## config.mk

```make
export PLATFORM = sky130hd
export DESIGN_NAME = fetch_decode_queue_flat
export DESIGN_NICKNAME = d
export VERILOG_FILES = /design/src/rtl/riscv_pkg.sv /design/src/rtl/fetch_decode_queue_if.sv /design/src/rtl/fq_ptr_ctrl.sv /design/src/rtl/fetch_decode_queue.sv /design/src/flat_wrapper.sv
export SDC_FILE = /design/constraint.sdc
export NUM_CORES = 1
export LEC_CHECK = 0
export ABC_AREA = 1
export CORE_MARGIN = 5
export CORE_UTILIZATION = 40
export DETAILED_ROUTE_END_ITERATION = 8
export HOLD_SLACK_MARGIN = 0.08
export MAX_ROUTING_LAYER = met4
export SLEW_MARGIN = 20
export SYNTH_ARGS = -nofsm -noshare
export SYNTH_HDL_FRONTEND = slang
export SYNTH_SLANG_ARGS = --single-unit
```

## constraint.sdc

```tcl
create_clock -name clk -period 7 [get_ports clk]
set_clock_uncertainty 0.15 [all_clocks]
set_input_delay 1.4 -clock clk [delete_from_list [all_inputs] [get_ports clk]]
set_output_delay 1.4 -clock clk [all_outputs]
set_load 0.1 [all_outputs]
```

## src/rtl/riscv_pkg.sv

```systemverilog
// Shared front-end types: fetch packet layout and pre-decode helpers
// used by the fetch/decode instruction queue.
package riscv_pkg;

    localparam int XLEN_MSB = 31;
    localparam int GHR_MSB  = 7;

    localparam logic [6:0] OPC_BRANCH = 7'b1100011;

    typedef struct packed {
        logic [XLEN_MSB:0] instruction;
        logic [XLEN_MSB:0] instrPC;
        logic [XLEN_MSB:0] predictedPC;
        logic [GHR_MSB:0]  GHRIndex;
        logic [1:0]        PHTState;
        logic              redirect;
    } fetch_packet_t;

    function automatic logic is_branch(input logic [6:0] opcode);
        return opcode == OPC_BRANCH;
    endfunction

endpackage

```

## src/rtl/fetch_decode_queue_if.sv

```systemverilog
// Bundle of fetch-side, decode-side and misdirect signals around the
// instruction queue; slave is the queue, master is its environment.
interface fetch_decode_queue_if #(
    parameter int WIDTH = 31,
    parameter int INDEX = 7,
    parameter int DEPTH = 4
);
    localparam int CNTW = $clog2(DEPTH + 1);

    logic             flush;
    logic             fetchValid;
    logic             fetchReady;
    logic [WIDTH:0]   instruction;
    logic [WIDTH:0]   instrPC;
    logic [WIDTH:0]   predictedPCF;
    logic [INDEX:0]   GHRIndex;
    logic [1:0]       PHTState;
    logic             redirect;
    logic             deqReady;
    logic             deqValid;
    logic [WIDTH:0]   deqInstr;
    logic [WIDTH:0]   deqPC;
    logic [WIDTH:0]   deqPredPC;
    logic [INDEX:0]   deqGHR;
    logic [1:0]       deqState;
    logic             deqRedirect;
    logic             misdirectValid;
    logic [WIDTH:0]   misdirectPC;
    logic [CNTW-1:0]  count;

    modport master (
        output flush, fetchValid, instruction, instrPC, predictedPCF,
               GHRIndex, PHTState, redirect, deqReady,
        input  fetchReady, deqValid, deqInstr, deqPC, deqPredPC, deqGHR,
               deqState, deqRedirect, misdirectValid, misdirectPC, count
    );

    modport slave (
        input  flush, fetchValid, instruction, instrPC, predictedPCF,
               GHRIndex, PHTState, redirect, deqReady,
        output fetchReady, deqValid, deqInstr, deqPC, deqPredPC, deqGHR,
               deqState, deqRedirect, misdirectValid, misdirectPC, count
    );

endinterface

```

## src/rtl/fq_ptr_ctrl.sv

```systemverilog
// Head/tail/occupancy bookkeeping for the instruction queue, including
// flush and misdirect truncation of younger entries.
module fq_ptr_ctrl #(
    parameter int DEPTH = 4
) (
    input  logic                         clk,
    input  logic                         rst_n,
    input  logic                         flush,
    input  logic                         fetch_valid,
    input  logic                         deq_ready,
    input  logic                         head_bad,
    output logic [$clog2(DEPTH)-1:0]     head,
    output logic [$clog2(DEPTH)-1:0]     tail,
    output logic [$clog2(DEPTH+1)-1:0]   count,
    output logic                         full,
    output logic                         deq_valid,
    output logic                         enq_fire,
    output logic                         deq_fire,
    output logic                         discard
);
    localparam int PW   = $clog2(DEPTH);
    localparam int CNTW = $clog2(DEPTH + 1);
    localparam logic [CNTW-1:0] CNT_FULL = CNTW'(DEPTH);

    logic [DEPTH-1:0] slot_vld;
    logic             empty;

    assign full      = (count == CNT_FULL);
    assign empty     = (count == '0);
    assign deq_valid = !empty && slot_vld[head];
    assign enq_fire  = fetch_valid && !full;
    assign deq_fire  = deq_valid && deq_ready;
    // A popped misdirect throws away every younger entry and any same-cycle fetch.
    assign discard   = deq_fire && head_bad && !flush;

    always_ff @(posedge clk or negedge rst_n) begin
        if (!rst_n) begin
            head     <= '0;
            tail     <= '0;
            count    <= '0;
            slot_vld <= '0;
        end else if (flush) begin
            head     <= '0;
            tail     <= '0;
            count    <= '0;
            slot_vld <= '0;
        end else if (discard) begin
            head     <= head + PW'(1);
            tail     <= head + PW'(1);
            count    <= '0;
            slot_vld <= '0;
        end else begin
            if (enq_fire) begin
                tail           <= tail + PW'(1);
                slot_vld[tail] <= 1'b1;
            end
            if (deq_fire) begin
                head           <= head + PW'(1);
                slot_vld[head] <= 1'b0;
            end
            case ({enq_fire, deq_fire})
                2'b10:   count <= count + CNTW'(1);
                2'b01:   count <= count - CNTW'(1);
                default: count <= count;
            endcase
        end
    end

endmodule

```

## src/rtl/fetch_decode_queue.sv

```systemverilog
// First-word-fall-through instruction buffer between fetch and decode with
// dequeue-time detection of predicted-taken non-branches.
module fetch_decode_queue
    import riscv_pkg::*;
#(
    parameter int WIDTH = 31,
    parameter int INDEX = 7,
    parameter int DEPTH = 4
) (
    input  logic                  clk,
    input  logic                  globalReset,
    fetch_decode_queue_if.slave   fq
);
    localparam int PW   = $clog2(DEPTH);
    localparam int CNTW = $clog2(DEPTH + 1);

    typedef struct packed {
        logic [WIDTH:0] instruction;
        logic [WIDTH:0] instr_pc;
        logic [WIDTH:0] pred_pc;
        logic [INDEX:0] ghr;
        logic [1:0]     pht;
        logic           redirect;
    } slot_t;

    slot_t            mem [DEPTH];
    slot_t            head_pkt;
    slot_t            tail_pkt;
    logic [PW-1:0]    head;
    logic [PW-1:0]    tail;
    logic [CNTW-1:0]  count;
    logic             full;
    logic             deq_valid;
    logic             enq_fire;
    logic             deq_fire;
    logic             discard;
    logic             head_is_branch;
    logic             head_bad;
    logic             mis_vld_p1;
    logic [WIDTH:0]   mis_pc_p1;

    fq_ptr_ctrl #(.DEPTH(DEPTH)) u_ptr (
        .clk         (clk),
        .rst_n       (globalReset),
        .flush       (fq.flush),
        .fetch_valid (fq.fetchValid),
        .deq_ready   (fq.deqReady),
        .head_bad    (head_bad),
        .head        (head),
        .tail        (tail),
        .count       (count),
        .full        (full),
        .deq_valid   (deq_valid),
        .enq_fire    (enq_fire),
        .deq_fire    (deq_fire),
        .discard     (discard)
    );

    assign tail_pkt = '{instruction: fq.instruction, instr_pc: fq.instrPC,
                        pred_pc: fq.predictedPCF, ghr: fq.GHRIndex,
                        pht: fq.PHTState, redirect: fq.redirect};

    always_ff @(posedge clk) begin
        if (enq_fire)
            mem[tail] <= tail_pkt;
    end

    assign head_pkt       = mem[head];
    assign head_is_branch = is_branch(head_pkt.instruction[6:0]);
    assign head_bad       = head_pkt.redirect && !head_is_branch;

    // Corrective fetch PC is registered: one-cycle pulse after the pop.
    always_ff @(posedge clk or negedge globalReset) begin
        if (!globalReset) begin
            mis_vld_p1 <= 1'b0;
            mis_pc_p1  <= '0;
        end else begin
            mis_vld_p1 <= discard;
            if (discard)
                mis_pc_p1 <= head_pkt.instr_pc + (WIDTH+1)'(4);
        end
    end

    assign fq.fetchReady     = !full;
    assign fq.deqValid       = deq_valid;
    assign fq.deqInstr       = head_pkt.instruction;
    assign fq.deqPC          = head_pkt.instr_pc;
    assign fq.deqPredPC      = head_pkt.pred_pc;
    assign fq.deqGHR         = head_pkt.ghr;
    assign fq.deqState       = head_pkt.pht;
    assign fq.deqRedirect    = head_pkt.redirect && head_is_branch;
    assign fq.misdirectValid = mis_vld_p1;
    assign fq.misdirectPC    = mis_pc_p1;
    assign fq.count          = count;

endmodule

```

## src/flat_wrapper.sv

```systemverilog
// flat-port wrapper written by rule: the top's interface ports become plain ports
module fetch_decode_queue_flat import riscv_pkg::*;
#(
    parameter int WIDTH = 31,
    parameter int INDEX = 7,
    parameter int DEPTH = 4
)
  (clk, globalReset, fq_flush, fq_fetchValid, fq_instruction, fq_instrPC, fq_predictedPCF, fq_GHRIndex, fq_PHTState, fq_redirect, fq_deqReady, fq_fetchReady, fq_deqValid, fq_deqInstr, fq_deqPC, fq_deqPredPC, fq_deqGHR, fq_deqState, fq_deqRedirect, fq_misdirectValid, fq_misdirectPC, fq_count);
  fetch_decode_queue_if #(.WIDTH(WIDTH), .INDEX(INDEX), .DEPTH(DEPTH)) fq_i ();
  input  logic clk;
  input  logic globalReset;
  input wire logic [$bits(fq_i.flush)-1:0] fq_flush;
  input wire logic [$bits(fq_i.fetchValid)-1:0] fq_fetchValid;
  input wire logic [$bits(fq_i.instruction)-1:0] fq_instruction;
  input wire logic [$bits(fq_i.instrPC)-1:0] fq_instrPC;
  input wire logic [$bits(fq_i.predictedPCF)-1:0] fq_predictedPCF;
  input wire logic [$bits(fq_i.GHRIndex)-1:0] fq_GHRIndex;
  input wire logic [$bits(fq_i.PHTState)-1:0] fq_PHTState;
  input wire logic [$bits(fq_i.redirect)-1:0] fq_redirect;
  input wire logic [$bits(fq_i.deqReady)-1:0] fq_deqReady;
  output wire logic [$bits(fq_i.fetchReady)-1:0] fq_fetchReady;
  output wire logic [$bits(fq_i.deqValid)-1:0] fq_deqValid;
  output wire logic [$bits(fq_i.deqInstr)-1:0] fq_deqInstr;
  output wire logic [$bits(fq_i.deqPC)-1:0] fq_deqPC;
  output wire logic [$bits(fq_i.deqPredPC)-1:0] fq_deqPredPC;
  output wire logic [$bits(fq_i.deqGHR)-1:0] fq_deqGHR;
  output wire logic [$bits(fq_i.deqState)-1:0] fq_deqState;
  output wire logic [$bits(fq_i.deqRedirect)-1:0] fq_deqRedirect;
  output wire logic [$bits(fq_i.misdirectValid)-1:0] fq_misdirectValid;
  output wire logic [$bits(fq_i.misdirectPC)-1:0] fq_misdirectPC;
  output wire logic [$bits(fq_i.count)-1:0] fq_count;
  assign fq_i.flush = fq_flush;
  assign fq_i.fetchValid = fq_fetchValid;
  assign fq_i.instruction = fq_instruction;
  assign fq_i.instrPC = fq_instrPC;
  assign fq_i.predictedPCF = fq_predictedPCF;
  assign fq_i.GHRIndex = fq_GHRIndex;
  assign fq_i.PHTState = fq_PHTState;
  assign fq_i.redirect = fq_redirect;
  assign fq_i.deqReady = fq_deqReady;
  assign fq_fetchReady = fq_i.fetchReady;
  assign fq_deqValid = fq_i.deqValid;
  assign fq_deqInstr = fq_i.deqInstr;
  assign fq_deqPC = fq_i.deqPC;
  assign fq_deqPredPC = fq_i.deqPredPC;
  assign fq_deqGHR = fq_i.deqGHR;
  assign fq_deqState = fq_i.deqState;
  assign fq_deqRedirect = fq_i.deqRedirect;
  assign fq_misdirectValid = fq_i.misdirectValid;
  assign fq_misdirectPC = fq_i.misdirectPC;
  assign fq_count = fq_i.count;
  fetch_decode_queue #(.WIDTH(WIDTH), .INDEX(INDEX), .DEPTH(DEPTH)) u_core (.clk(clk), .globalReset(globalReset), .fq(fq_i));
endmodule
```

# Word level (Yosys, flattened, before mapping)
# Memory sizes are Yosys's and may differ from the RTL's.
# Index checks and enable logic that the tools add are counted.
[word_totals]
ff_bits = 44
ram_bits = 428
inputBits = 112
out_inout_bits = 145
word_cells = 63
mem_count = 1
[memory_table]
columns = ["name", "depth", "word_bits", "rd", "rd_clocked_by_memory_dff", "write_ports", "line_no", "rtl"]
rows = [
  ["u_core.mem", 4, 107, 1, 0, 1, "fetch_decode_queue.sv:26", "slot_t mem [DEPTH];"],
]
[classes]
add_sub_neg = 5
n_lt_le_gt_ge = 4
n_eq_ne = 4
muxes = 23
bitwise = 3
n_reduce_logical = 17
[ops]
columns = ["op", "count"]
rows = [
  ["$add 32x3->32 const B", 1],
  ["$mux 4", 6],
  ["$mux 2", 6],
  ["$logic_and 1x1->1", 9],
  ["$eq 7x7->1 const B", 1],
  ["$lt 2x3->1 const B", 2],
  ["$mux 3", 2],
  ["$pmux 3 s2", 1],
  ["$reduce_bool 3->1", 2],
  ["$mux 1", 5],
  ["$add 2x1->2 const B", 2],
  ["$and 4x4->4", 1],
  ["$demux 1 s2", 2],
  ["$ge 2x1->1 const B", 2],
  ["$logic_not 1->1", 4],
  ["$not 4->4", 1],
  ["$or 4x4->4", 1],
  ["$reduce_bool 4->1", 1],
  ["$add 3x1->3 const B", 1],
  ["$eq 3x3->1 const B", 1],
  ["$logic_not 3->1", 1],
  ["$sub 3x1->3 const B", 1],
  ["$bmux 1 s2", 1],
  ["$eq 2x1->1 const B", 1],
  ["$eq 2x2->1 const B", 1],
]

# Depth between registers and ports, before layout
[logic_depth]
depth_word = 12
depth_mapped = 19
depth_no_buf = 15

# Modules after synthesis
# A second synthesis with hierarchy kept.
[unflattened]
hier_cells = 1679
hier_area_um2 = 19567.5
[modules_own_cells]
columns = ["mod", "instances", "cells_per_inst", "area_each_um2", "seq_area_each_um2"]
rows = [
  ["fetch_decode_queue", 1, 1590, 18789.3, 13678.1],
  ["fq_ptr_ctrl", 1, 89, 778.2, 275.3],
]

# Least setup slack after synthesis
# Ideal clock, no wire load.
[synth_path]
kind = "flip-flop to flip-flop"
from = "register u_core.u_ptr.count[0]"
to = "memory u_core.mem[0][0] (netlist bit), enable pin"
setup_time_ps = 576
t_arrival_ps = 6805
required_time_ps = 6274
slack_ps = -531
stages_incl_launch_ff = 5
path_buffers = 0
synth_period_minus_slack_ps = 7531
path_cell_list = "dfrtp_1 inv_1 nand3_1 nand2_1 nor2_1"
[synth_between]
elab_chain_cells = 5
[synth_rtl]
columns = ["item", "line_no", "rtl"]
rows = [
  ["start, declared", "fq_ptr_ctrl.sv:14", "output logic [$clog2(DEPTH+1)-1:0] count,"],
  ["start signal, assigned", "fq_ptr_ctrl.sv:62", "2'b10: count <= count + CNTW'(1);"],
  ["start signal, assigned", "fq_ptr_ctrl.sv:63", "2'b01: count <= count - CNTW'(1);"],
  ["start signal, assigned", "fq_ptr_ctrl.sv:64", "default: count <= count;"],
  ["$eq 3x3->1", "fq_ptr_ctrl.sv:28", "assign full = (count == CNT_FULL);"],
  ["$logic_not 1->1", "--", ""],
  ["named net fq_fetchReady", "flat_wrapper.sv:21", "output wire logic [$bits(fq_i.fetchReady)-1:0] fq_fetchReady;"],
  ["$logic_and 1x1->1", "fq_ptr_ctrl.sv:31", "assign enq_fire = fetch_valid && !full;"],
  ["$mux 1", "fetch_decode_queue.sv:64", "if (enq_fire)"],
  ["$mux 1 (implied by the code)", "fetch_decode_queue.sv:65", "mem[tail] <= tail_pkt;"],
  ["end, declared", "fetch_decode_queue.sv:26", ""],
]
# The timed path passes the listed nets, and every way through them passes these cells.

# Final worst setup path
[layout_path]
from = "register u_core.u_ptr.head[1]"
to = "output port fq_deqPC[31]"
[layout_between]
elab_chain_cells = 1
[layout_rtl]
columns = ["item", "line_no", "rtl"]
rows = [
  ["start, declared", "fq_ptr_ctrl.sv:12", "output logic [$clog2(DEPTH)-1:0] head,"],
  ["start signal, assigned", "fq_ptr_ctrl.sv:48", "head <= head + PW'(1);"],
  ["start signal, assigned", "fq_ptr_ctrl.sv:58", "head <= head + PW'(1);"],
  ["$mem_v2 4x107", "--", ""],
  ["end, declared", "flat_wrapper.sv:24", "output wire logic [$bits(fq_i.deqPC)-1:0] fq_deqPC;"],
]
# Every way passes these cells.

==> impl_metrics.yaml <==
run_status:
  status: "finished, final reports clean"
clocking:
  cts_setup_buffers: 0
  clk_pin_slew_worst_paths_ps: 60
  cts_buffer_depth: 3
  clkSinkCount: 472
  clk_latency_ps: 580
  cts_tree: "built"
  cts_hold_buf: 0
  cts_buffers: 50
  cts_max_level: 2
  cts_resized: 0
  cts_root_buf: "clkbuf_16"
sta:
  slew_headroom_pct: 11.6
  fin_crit_ps: 5870
  hold_viol_final: 0
  finalCritPeriodShare_pct: 83.9
  drv_slew: 0
  timing.final.ws_setup_ps: 1130
  worst_pin_slew_ps: 1330
  setup_viol: 0
  fmax_ghz: 0.170
  rsz0062_at_grt: "false"
  holdWs_ps: 317
pwr:
  seqPwrFrac_pct: 40.4
  power.total_mw: 8.64
  powerDensity_nw_per_um2: 358
  swShare_pct: 36.0
  intPower_mw: 5.53
  p_comb_share_pct: 28.9
  p_leak_nw: 8.89
  power.switching_mw: 3.11
  p_clk_share_pct: 30.7
  power.ir.vdd_worst_uv: 185
synthesis:
  yosysSeqAreaShare_pct: 72.1
  synth.largest_area_cell: "edfxtp_1"
  synthDistinctLibCells: 34
  synth_nets: 1773
  synth-warning-count: 0
  synth_enable_flop_cells: 428
  ys.flop_type: "edfxtp_1"
  avgSynthCellArea_um2: 11.7
  synth.area.top_cells: "edfxtp_1 (66%), nand2_1 (8.6%), dfrtp_1 (5.7%), nor2_1 (4.0%), o21ai_0 (3.8%)"
  synth_top_area_share_pct: 66.4
  synthArstFlopShare_pct: 9.32
  postSynthCellCount: 1651
  synth_area_um2: 19400
  synth-seq-cells: 472
cells_and_area:
  layout-drive-gt1-share_pct: 6.63
  nNetsFinal: 2013
  n_fill_cell: 4144
  layout.cells.non_filler: 2556
  layout_common_cells: "nand2_1 (444), edfxtp_1 (428), clkdlybuf4s50_1 (255)"
  areaGrowthSynthToFinish_pct: 24.6
  final_common_cell: "nand2_1"
  regArea_um2: 14000
  multiInputGateArea_um2: 4790
  post-route-cell-area_um2: 24100
routing:
  wirelength_um: 48700
  drt-initial-drc-count: 1000
  ant_nets: 0
  vias_per_cell: 5.12
  drc: 0
  drt-wirelength-per-cell_um: 19.1
  num_vias: 13100
  drt_first_pass_iters: 5
placement:
  hpwl_um: 29300
  dp_slack_ps: 1700
  numPlacedInstances: 2453
  gp_congestion: 0.843
  port_buffers: 256
  place_area_um2: 22400
global_route:
  grt_pass1_vias: 12700
  grt_max_degree: 218
  grt_overflow_total: 0
  track_usage_pct: 18.4
  grt_pass1_wl_um: 74000
  antenna_found_initial: 8
floorplan:
  fp.dieH_um: 230
  core-area_um2: 47800
  start_util_pct: 40.5
  die_area_um2: 52900
  ios: 257
  rows: 80
  dieWidth_um: 230
worst_setup_path:
  end_kind: "output pin"
  ff2ff_setup_slack_ps: 2590
  startpoint: "u_core.u_ptr.head[1]$_DFFE_PN0P_"
  required_ps: 5450
  timing.rr.end: "u_core.fq.misdirectPC[8]$_DFFE_PN0P_"
  worst-path-max-fanout: 83
  cp_data_arrival_time_ps: 4320
  ff2ff_path_depth: 12
  critPathKind: "register to output pin"
  start_kind: "register"
  reg2reg_from: "u_core.u_ptr.head[1]$_DFFE_PN0P_"
min_path:
  hold_path.class: "register to register"
  min_from: "u_core.fq.misdirectPC[1]$_DFFE_PN0P_"
  holdPathEnd: "u_core.fq.misdirectPC[1]$_DFFE_PN0P_"
  hold_depth: 2
flow_run:
  maxCapViolations: 0
## flip-flops by register name (all words and copies together) (netlist names)
signal	cells
u_core.u_ptr.tail	2
u_core.u_ptr.head	2
u_core.fq.misdirectPC	32
u_core.mem	428
u_core.u_ptr.slot_vld	4
u_core.u_ptr.count	3
u_core.fq.misdirectValid	1
## per-stage QoR
stage | utilization (%) | setup TNS (ps)
floorplan | - | -228850
global placement | 46.9 | 0
detailed placement | 46.9 | 0
CTS | 50.4 | 0
global route | 50.4 | 0
finish | 50.4 | 0
## cell usage after synthesis, drive strengths merged (2+ instances only)
| library cell | instances |
|---|---|
| o22ai | 69 |
| o21ai | 161 |
| xor2 | 11 |
| edfxtp | 428 |
| clkbuf | 35 |
| nor3 | 2 |
| inv | 50 |
| nand4 | 9 |
| ha | 9 |
| nand3 | 98 |
| buf | 48 |
| o211ai | 5 |
| dfrtp | 44 |
| nand2 | 455 |
| nor2 | 217 |
| a211oi | 4 |
## routing by layer
metal / part of all wire, % / up-vias / global-route usage, %
met1: 44 / 6334 / 24.1
met2: 47 / 413 / 29.1
met4: 2.0 / 0 / 4.91
li1: - / 6281 / -
met5: 0 / - / -
met3: 7.4 / 60 / 4.55
## worst max-delay path by stage
stage	to	slack, ps	cells after the start
after floorplan	u_core.mem[0][0]$_DFFE_PP_	-530	4
after global placement	fq_deqPC[31]	1730	5
after detailed placement	fq_deqPC[31]	1700	5
after CTS	fq_deqPC[31]	1060	5
after global routing	fq_deqPC[31]	940	5
final	fq_deqPC[31]	1130	5
## logic make-up after synthesis
family,share of synthesized area (%)
compound gates,6.89
xor+xnor,0.497
fa+ha+maj,0.685
buf+inv,3.39
flops,72.1
simple gates,16.5
## final cells by class
cell class | count | area share [%]
diodes | 10 | 0.104
well taps | 615 | 3.19
clock inverters | 30 | 1.45
clock buffers | 62 | 5.46
inverters | 50 | 0.809
repair buffers | 271 | 11.3
flip-flops and latches | 472 | 57.8
multi-input cells | 1046 | 19.8
## critical path, cell delays in order (launching register included)
cell and delay [ps]:
dfrtp_4 760, inv_4 810, buf_4 520, a21oi_1 80
a32oi_1 300, clkdlybuf4s50_1 1210
## power groups by stage
stage	Combinational [mW]	Clock [mW]	Sequential [mW]
finish	2.49	2.65	3.49
global placement	2.49	0	3.55
CTS	2.51	2.72	3.49
global route	2.62	2.84	3.52
floorplan	1.40	0	4.01
detailed placement	2.51	0	3.55
Power figures use the tool's default switching activity.
